<file path="config.mk">
export PLATFORM = sky130hd
export DESIGN_NAME = timing_frame_encoder
export DESIGN_NICKNAME = d
export VERILOG_FILES = /design/src/rtl/timing_frame_encoder.sv
export SDC_FILE = /design/constraint.sdc
export NUM_CORES = 1
export LEC_CHECK = 0
export BUFFER_PORTS_ARGS = -buffer_cell sky130_fd_sc_hd__buf_2
export CORE_ASPECT_RATIO = 0.75
export CORE_MARGIN = 8
export CORE_UTILIZATION = 53
export CTS_CLUSTER_SIZE = 8
export DETAILED_ROUTE_END_ITERATION = 7
export PLACE_DENSITY = 0.76
export SLEW_MARGIN = 20
export SYNTH_ARGS = -nofsm -noshare
export SYNTH_HDL_FRONTEND = slang
export SYNTH_SLANG_ARGS = --single-unit
export TNS_END_PERCENT = 5
</file>
<file path="constraint.sdc">
create_clock -name clk_par -period 9.05 [get_ports clk_par]
set_clock_uncertainty 0.1 [all_clocks]
set_input_delay 0.905 -clock clk_par [delete_from_list [all_inputs] [get_ports clk_par]]
set_output_delay 0.905 -clock clk_par [all_outputs]
set_load 0.03 [all_outputs]
</file>
<file path="src/rtl/timing_frame_encoder.sv">
// timing_frame_encoder: arbitrates triggers, BCR markers and framed host commands
// into one 8b/10b line word per clk_par cycle for the DDR timing serializer.
module timing_frame_encoder #(
    parameter int BC_PERIOD = 3564
) (
    input  logic        clk_par,
    input  logic        reset_n,
    input  logic        trig,
    input  logic        cmd_valid,
    output logic        cmd_ready,
    input  logic [3:0]  cmd_type,
    input  logic [7:0]  cmd_data,
    output logic [9:0]  enc_word,
    output logic [11:0] bcid,
    output logic        trig_lost
);
    typedef enum logic [2:0] {IDLE, SOF, D0, D1, D2, EOF} state_t;

    localparam logic [7:0] K28_1 = 8'h3C;
    localparam logic [7:0] K28_2 = 8'h5C;
    localparam logic [7:0] K28_3 = 8'h7C;
    localparam logic [7:0] K28_5 = 8'hBC;
    localparam logic [7:0] K28_6 = 8'hDC;

    function automatic logic [5:0] code6(input logic [4:0] x);
        case (x)
            5'd0:    return 6'b100111;
            5'd1:    return 6'b011101;
            5'd2:    return 6'b101101;
            5'd3:    return 6'b110001;
            5'd4:    return 6'b110101;
            5'd5:    return 6'b101001;
            5'd6:    return 6'b011001;
            5'd7:    return 6'b111000;
            5'd8:    return 6'b111001;
            5'd9:    return 6'b100101;
            5'd10:   return 6'b010101;
            5'd11:   return 6'b110100;
            5'd12:   return 6'b001101;
            5'd13:   return 6'b101100;
            5'd14:   return 6'b011100;
            5'd15:   return 6'b010111;
            5'd16:   return 6'b011011;
            5'd17:   return 6'b100011;
            5'd18:   return 6'b010011;
            5'd19:   return 6'b110010;
            5'd20:   return 6'b001011;
            5'd21:   return 6'b101010;
            5'd22:   return 6'b011010;
            5'd23:   return 6'b111010;
            5'd24:   return 6'b110011;
            5'd25:   return 6'b100110;
            5'd26:   return 6'b010110;
            5'd27:   return 6'b110110;
            5'd28:   return 6'b001110;
            5'd29:   return 6'b101110;
            5'd30:   return 6'b011110;
            default: return 6'b101011;
        endcase
    endfunction

    // Tables hold the RD- forms; sub-blocks are complemented when the disparity in front of them is positive.
    function automatic logic [9:0] encode(input logic k, input logic [7:0] b, input logic rd);
        logic [4:0] x;
        logic [2:0] y;
        logic [5:0] c6;
        logic [3:0] c4;
        logic       rd_mid;
        logic       alt7;
        logic       flip4;
        x = b[4:0];
        y = b[7:5];
        c6 = k ? 6'b001111 : code6(x);
        rd_mid = ($countones(c6) == 3) ? rd : ~rd;
        c6 = (rd && ($countones(c6) != 3 || (!k && x == 5'd7))) ? ~c6 : c6;
        alt7 = k || (rd_mid ? (x == 5'd11 || x == 5'd13 || x == 5'd14)
                            : (x == 5'd17 || x == 5'd18 || x == 5'd20));
        c4 = y == 3'd0 ? 4'b1011 : y == 3'd1 ? 4'b1001 : y == 3'd2 ? 4'b0101 :
             y == 3'd3 ? 4'b1100 : y == 3'd4 ? 4'b1101 : y == 3'd5 ? 4'b1010 :
             y == 3'd6 ? 4'b0110 : alt7 ? 4'b0111 : 4'b1110;
        flip4 = y == 3'd0 || y == 3'd3 || y == 3'd4 || y == 3'd7;
        c4 = ((rd_mid && flip4) || (k && !rd_mid && !flip4)) ? ~c4 : c4;
        return {c6, c4};
    endfunction

    state_t      state_q, state_d;
    logic        run_q;
    logic        trig_pend_q, trig_pend_d;
    logic        bcr_pend_q, bcr_pend_d;
    logic        rd_q, rd_d;
    logic        cmd_ready_q, cmd_ready_d;
    logic [11:0] bcid_q, bcid_d;
    logic [3:0]  seq_q, seq_d;
    logic [7:0]  d0_q, d0_d;
    logic [7:0]  d1_q, d1_d;
    logic [9:0]  enc_word_q, enc_word_d;
    logic        grant_trig, grant_bcr, grant_frame, handshake, wrap, word_k;
    logic [7:0]  frame_byte, word_byte;

    always_comb begin
        grant_trig  = trig_pend_q;
        grant_bcr   = bcr_pend_q && !trig_pend_q;
        grant_frame = state_q != IDLE && !trig_pend_q && !bcr_pend_q;
        handshake   = cmd_valid && cmd_ready_q;
        wrap        = bcid_q == 12'(BC_PERIOD - 1);
        bcid_d      = wrap ? 12'd0 : bcid_q + 12'd1;
        trig_pend_d = trig || (trig_pend_q && !grant_trig);
        bcr_pend_d  = wrap || (bcr_pend_q && !grant_bcr);
        trig_lost   = trig && trig_pend_q && !grant_trig;
        seq_d       = handshake ? seq_q + 4'd1 : seq_q;
        d0_d        = handshake ? {cmd_type, seq_q} : d0_q;
        d1_d        = handshake ? cmd_data : d1_q;
        frame_byte  = state_q == SOF ? K28_2 : state_q == D0 ? d0_q : state_q == D1 ? d1_q :
                      state_q == D2 ? (d0_q ^ d1_q ^ 8'h5A) : K28_6;
        word_k      = !(grant_frame && (state_q == D0 || state_q == D1 || state_q == D2));
        word_byte   = grant_trig ? K28_1 : grant_bcr ? K28_3 : grant_frame ? frame_byte : K28_5;
        enc_word_d  = encode(word_k, word_byte, rd_q);
        rd_d        = ($countones(enc_word_d) == 5) ? rd_q : ($countones(enc_word_d) > 5);
        state_d     = handshake ? SOF : !grant_frame ? state_q :
                      state_q == EOF ? IDLE : state_t'(state_q + 3'd1);
        cmd_ready_d = state_d == IDLE;
    end

    // The first edge after release still loads reset values, so cmd_ready rises one cycle later.
    always_ff @(posedge clk_par) begin
        run_q <= reset_n;
        if (!reset_n || !run_q) begin
            state_q     <= IDLE;
            trig_pend_q <= 1'b0;
            bcr_pend_q  <= 1'b0;
            rd_q        <= 1'b0;
            cmd_ready_q <= 1'b0;
            bcid_q      <= 12'd0;
            seq_q       <= 4'd0;
            d0_q        <= 8'd0;
            d1_q        <= 8'd0;
            enc_word_q  <= 10'h0FA;
        end else begin
            state_q     <= state_d;
            trig_pend_q <= trig_pend_d;
            bcr_pend_q  <= bcr_pend_d;
            rd_q        <= rd_d;
            cmd_ready_q <= cmd_ready_d;
            bcid_q      <= bcid_d;
            seq_q       <= seq_d;
            d0_q        <= d0_d;
            d1_q        <= d1_d;
            enc_word_q  <= enc_word_d;
        end
    end

    assign enc_word  = enc_word_q;
    assign bcid      = bcid_q;
    assign cmd_ready = cmd_ready_q;
endmodule
</file>
==> reports/results.ini, run 1 <==
[status]
outcome=completed

[grt]
gr-total-overflow=0
grt_max_degree=29
antenna_found_initial=0
first_global_vias=3012
grt_usage=0.188
grt_pass1_wl_mm=14.3

[floorplan]
coreArea_um2=6260
core.rowCount=25
fp.dieH_um=85.5
die_width_um=109
fp.dieArea_um2=9290
initial_core_util=0.546
io_pins=40

[power_and_ir_drop]
p_per_area_nw_per_um2=146
vdd_drop_max_uv=141
power.leakage_nw=1.64

[critical_path]
cp.required_ns=9.18
start_kind=register
critPathMaxFanout=20
worstPathArrival_ns=8.92
crit_path_end_kind=register
crit_type=reg2reg
cpMaxStageDelayCell=fa_1
startpoint=state_q[1]
critPathMaxStageDelay_ns=0.57
crit_top_cell=fa_1
timing.rr.start=state_q[1]

[clock_tree]
path_clk_slew_ns=0.09
cts_buffers=5
insertion_delay_ns=0.30
clock_path_buffers=2
cts_tree=built
htreeDepth=2
clock_sinks=50
root_buffer=clkbuf_8

[layout]
final_cell_area_um2=4040
layout_common_cells=65 x nand2_1, 50 x dfxtp_1, 39 x a21oi_1
fin_cells=541
layout_commonest_cell=nand2_1
nets=499
area_growth_pct=18.4
post_route_cells_drive_above_1_share=0.241
n_antenna_cell=0

[yosys]
synth_cells=410
synth_top_cell_by_area=dfxtp_1
ys_top_cells_by_area=dfxtp_1 29%, nand2_1 7.1%, a21oi_1 6.2%
synth_compound_area_frac=0.238
synth_top_family_by_area=compound AO/OA/AOI/OAI gates
synth-seq-cells=50
synthSimpleGateAreaFrac=0.224
synth_fa_ha_area_frac=0.105
syn_avg_cell_area_um2=8.33
async_flop_share=0
synth_xor_area_frac=0.0693
yosys_warnings=0
synth-edff-count=0
synthesis.nets=449
synth.distinct_cells=67
synth_top_cell_area_share=0.293
synth_flop_cell=dfxtp_1
yosysSeqAreaShare=0.293
syn_area_um2=3410
synth_mux_area_frac=0.0235

[placement]
post-dp-hpwl_mm=6.17
gp_congestion=0.912
dp_cells=518
placed_area_um2=3680
portBuffers=38

[detailed_routing]
post_drt_wl_per_cell_um=15.8
drt_first_iter_violations=253
drcViolationCount=0
first_pass_iters=4
vias_per_cell=5.79
dr_total_vias=3132
drtAntennaViolNets=0
routed_wl_mm=8.57

[sta]
whs_ns=0.374
worst_slew_pin_slew_ns=0.962
report.final.slew_viol_count=0
final.min_clock_period_ns=8.79
max_slew_margin=0.357
setup_tns_ns=0
fmax_mhz=114
fin_crit_sh=0.972
setup_viol=0
hold_viol=0

[hold_path]
min_path_type=reg2reg
min_from=seq_q[3]

[flow_run]
maxCapViolCount=0

-- synth_stat cells, types with 5 or more instances --
library cell,count
nor3_1,7
xnor2_1,9
nand3_1,10
ha_1,15
a21oi_1,42
clkbuf_1,12
and3_1,5
nor4_1,5
xor2_1,18
nand2b_1,5
nor2_1,30
inv_1,15
dfxtp_1,50
fa_1,8
nand2_1,65
and2_1,7
a31oi_1,5
o21ai_0,9
mux2i_1,8
-- what timing repair did --
action	CTS	global route
setup endpoints to repair	0	1
hold buffers	0	0
gates resized for setup	0	27
buffers inserted	0	16
-- critical path, delay by kind of cell (launching register included) --
| kind | cells | cell delay, ns |
|---|---|---|
| adders and majority gates | 9 | 3.87 |
| AOI/OAI and AO/OA | 9 | 2.06 |
| and+or+nand+nor | 5 | 1.15 |
| buffers and inverters | 6 | 0.69 |
| xor gates and xnor gates | 2 | 0.47 |
| DFF | 1 | 0.34 |
-- cell type report --
cell class / count / area [um2]
inverters: 15 / 60.1
clock buffers: 6 / 82.6
clock inverters: 1 / 30.0
flip-flops and latches: 50 / 1000
fillers: 525 / 2210
multi-input cells: 324 / 2380
repair buffers: 64 / 389
well taps: 81 / 101
-- metrics by stage --
step | util | total power (W) | setup WS (ns)
2_1_floorplan | - | 0.000380 | 0.287
3_3_place_gp | 0.588 | 0.000405 | 0.512
3_5_place_dp | 0.588 | 0.000421 | 0.185
4_1_cts | 0.606 | 0.000583 | 0.117
5_1_grt | 0.646 | 0.000631 | -0.130
6_report | 0.646 | 0.000590 | 0.258
-- flip-flops by register name (all words and copies together) (netlist names) --
register and flops:
d0_q 8, cmd_ready 1, rd_q 1, d1_q 8
grant_trig 1, bcid 12, enc_word 10, run_q 1
state_q 3, bcr_pend_q 1, seq_q 4
-- metal layers --
metal | GRT usage | share of wire | vias to the layer above
met1 | 0.256 | 0.47 | 1463
met5 | 0 | 0 | -
met3 | 0.0337 | 0.046 | 13
li1 | - | - | 1554
met2 | 0.298 | 0.47 | 102
met4 | 0.0520 | 0.017 | 0
-- power breakdown --
part | total (W) | leakage (nW) | switching, W | internal (W)
Combinational | 0.000197 | 1.18 | 0.000109 | 0.0000879
Clock | 0.000162 | 0.0573 | 0.0000732 | 0.0000885
Sequential | 0.000232 | 0.405 | 0.00000538 | 0.000227
Total | 0.000590 | 1.64 | 0.000187 | 0.000403
-- cells by family after synthesis --
logic type / after synthesis
AO/OA/AOI/OAI: 106
buffers and inverters: 36
multiplexers: 8
AND/OR/NAND/NOR: 158
adder cells (fa/ha/maj): 24
other: 1
flip-flops: 50
XOR/XNOR: 27
-- final timing paths --
| path | slack (ns) | end | cells past startpoint |
|---|---|---|---|
| min reg2reg | 0.37 | d0_q[3] | 2 |
| max | 0.26 | rd_q | 31 |
| max reg2reg | 0.26 | rd_q | 31 |
| min | 0.37 | d0_q[3] | 2 |
Power figures use the tool's default switching activity.
==> inputs of run 2 (changes only) <==
Settings changed: BUFFER_PORTS_ARGS -buffer_cell sky130_fd_sc_hd__buf_2 to default, CORE_UTILIZATION 53 to 55, DONT_BUFFER_PORTS from default to 1, PLACE_DENSITY 0.76 to 0.73.
==> run 2 against run 1 <==
Critical path type unchanged. Cell area down 3.1%. Clock power grew 6%. Sequential share of layout area up 0.82 points. Critical path depth is 5 higher. Hold slack better by 0.010 ns.
==> reports/results.ini, run 2 (synthesized netlist as in run 1, its figures left out) <==
[status]
outcome=completed  ; unchanged

[detailed_routing]
first_pass_iters=5  ; was 4
met3WireLength_um=593  ; was 398 um
routed_wl_mm=8.78  ; was 8.57 mm
met2_length_mm=4.08  ; was 4.02 mm
dr_total_vias=3092  ; was 3132
drcViolationCount=0  ; unchanged
drt_first_iter_violations=207  ; was 253
drtAntennaViolNets=0  ; unchanged
post_drt_wl_per_cell_um=17.3  ; was 15.8 um
vias_per_cell=6.07  ; was 5.79
highest_layer=met4  ; unchanged
drt-met1-wl_mm=3.94  ; was 4.00 mm

[critical_path]
r2r_slack_ns=0.31  ; was 0.26 ns
worstPathArrival_ns=8.88  ; was 8.92 ns
start_kind=register  ; unchanged
startpoint=state_q[0]  ; was state_q[1]
worst-r2r-cell-count=36  ; was 31
critPathMaxFanout=5  ; was 20
crit_top_cell=fa_1  ; unchanged
crit_path_end_kind=register  ; unchanged
cp.required_ns=9.19  ; was 9.18 ns
critPathMaxStageDelay_ns=0.53  ; was 0.57 ns
r2r-end=rd_q  ; unchanged
timing.rr.start=state_q[0]  ; was state_q[1]
cpMaxStageDelayCell=fa_1  ; unchanged
crit_type=reg2reg  ; unchanged

[clock_tree]
clock_sinks=50  ; unchanged
cts_tree=built  ; unchanged
cts_buffers=5  ; unchanged
path_clk_slew_ns=0.10  ; was 0.09 ns
clock_path_buffers=2  ; unchanged
htreeDepth=2  ; unchanged
root_buffer=clkbuf_8  ; unchanged
insertion_delay_ns=0.32  ; was 0.30 ns

[sta]
report.final.slew_viol_count=0  ; unchanged
fin_crit_sh=0.966  ; was 0.972
worst_slew_pin_slew_ns=0.945  ; was 0.962 ns
fmax_mhz=114  ; about the same
final.min_clock_period_ns=8.74  ; was 8.79 ns
hold_viol=0  ; unchanged
setup_viol=0  ; unchanged
fin_ws_ns=0.307  ; was 0.258 ns
max_slew_margin=0.369  ; was 0.357

[flow_run]
maxCapViolCount=0  ; unchanged

[floorplan]
fp.dieH_um=84.2  ; was 85.5 um
initial_core_util=0.554  ; was 0.546
coreArea_um2=6160  ; was 6260 um2
fp.dieArea_um2=9010  ; was 9290 um2
io_pins=40  ; unchanged
die_width_um=107  ; was 109 um
core.rowCount=25  ; unchanged

[layout]
fillerInstances=499  ; was 525
fin_cells=509  ; was 541
seq_area_um2=1000  ; about the same
post_route_cells_drive_above_1_share=0.196  ; was 0.241
multiInputGateArea_um2=2400  ; was 2380 um2
n_antenna_cell=0  ; unchanged
layout_common_cells=65 x nand2_1, 49 x dfxtp_1, 39 x a21oi_1  ; was 65 x nand2_1, 50 x dfxtp_1, 39 x a21oi_1
postLayoutCoreUtil=0.636  ; was 0.646
nets=466  ; was 499
layout_commonest_cell=nand2_1  ; unchanged
area_growth_pct=14.8  ; was 18.4%
largest_reg_flops=12  ; unchanged

[placement]
dp_cells=481  ; was 518
post-dp-hpwl_mm=5.91  ; was 6.17 mm
gp_congestion=0.936  ; was 0.912
portBuffers=0  ; was 38
post-place-ws_ns=0.0961  ; was 0.185 ns

[hold_path]
hold_end=d1_q[7]  ; was d0_q[3]
min_from=d1_q[7]  ; was seq_q[3]
min_path_cells=2  ; unchanged
min_path_type=reg2reg  ; unchanged

[power_and_ir_drop]
p_per_area_nw_per_um2=154  ; was 146 nW/um2
power.leakage_nw=1.50  ; was 1.64 nW
vdd_drop_max_uv=138  ; was 141 uV

[grt]
antenna_found_initial=0  ; unchanged
grt_max_degree=29  ; unchanged
first_global_vias=2852  ; was 3012
gr-total-overflow=0  ; unchanged
grt_pass1_wl_mm=13.8  ; was 14.3 mm
grt_usage=0.184  ; was 0.188

-- run 2: final cells by class --
type,count,share of cell area
inverters,15,0.0144
repair buffers,31,0.0604
multi-input cells,324,0.614
clock buffers,5,0.0176
well taps,81,0.0259
flip-flops and latches,50,0.256
clock inverters,3,0.0125
-- run 2: repair_timing --
item,4_1_cts,5_1_grt
gates resized for setup,0,34
setup endpoints to repair,0,1
hold buffers,0,0
buffers inserted,0,20
-- run 2: worst max-delay path by stage --
stage	endpoint	slack, ns	cells past startpoint
finish	rd_q	0.31	36
global route	rd_q	-0.1	36
CTS	rd_q	0.04	34
detailed placement	rd_q	0.1	34
global placement	rd_q	0.36	34
floorplan	rd_q	0.29	36
-- run 2: routing by layer --
metal | GRT usage | vias to the layer above
met4 | 0.0548 | 0
met5 | 0 | -
met2 | 0.282 | 109
met1 | 0.246 | 1486
met3 | 0.0459 | 17
li1 | - | 1480
-- run 2: power by group --
group | leakage [nW] | internal, W | total, W | switching (W)
clock | 0.0563 | 0.0000844 | 0.000171 | 0.0000864
sequential | 0.406 | 0.000227 | 0.000242 | 0.0000149
combinational | 1.04 | 0.0000881 | 0.000192 | 0.000104
total | 1.50 | 0.000399 | 0.000605 | 0.000205
-- run 2: critical path, delay by kind of cell (launching register included) --
kind            cells  cell delay [ns]
fa+ha+maj          11             4.13
buf+inv             8             0.75
xor+xnor            2             0.49
flops               1             0.33
compound gates     10             1.73
simple gates        5             1.10
-- run 2: per-stage QoR --
stage          area, um2  hold WS (ns)  setup TNS [ns]  power [W]
2_1_floorplan       3410         0.341               0   0.000380
3_3_place_gp        3500         0.362               0   0.000399
3_5_place_dp        3500         0.371               0   0.000410
4_1_cts             3620         0.388               0   0.000578
5_1_grt             3920         0.404         -0.0994   0.000646
6_report            3920         0.384               0   0.000605
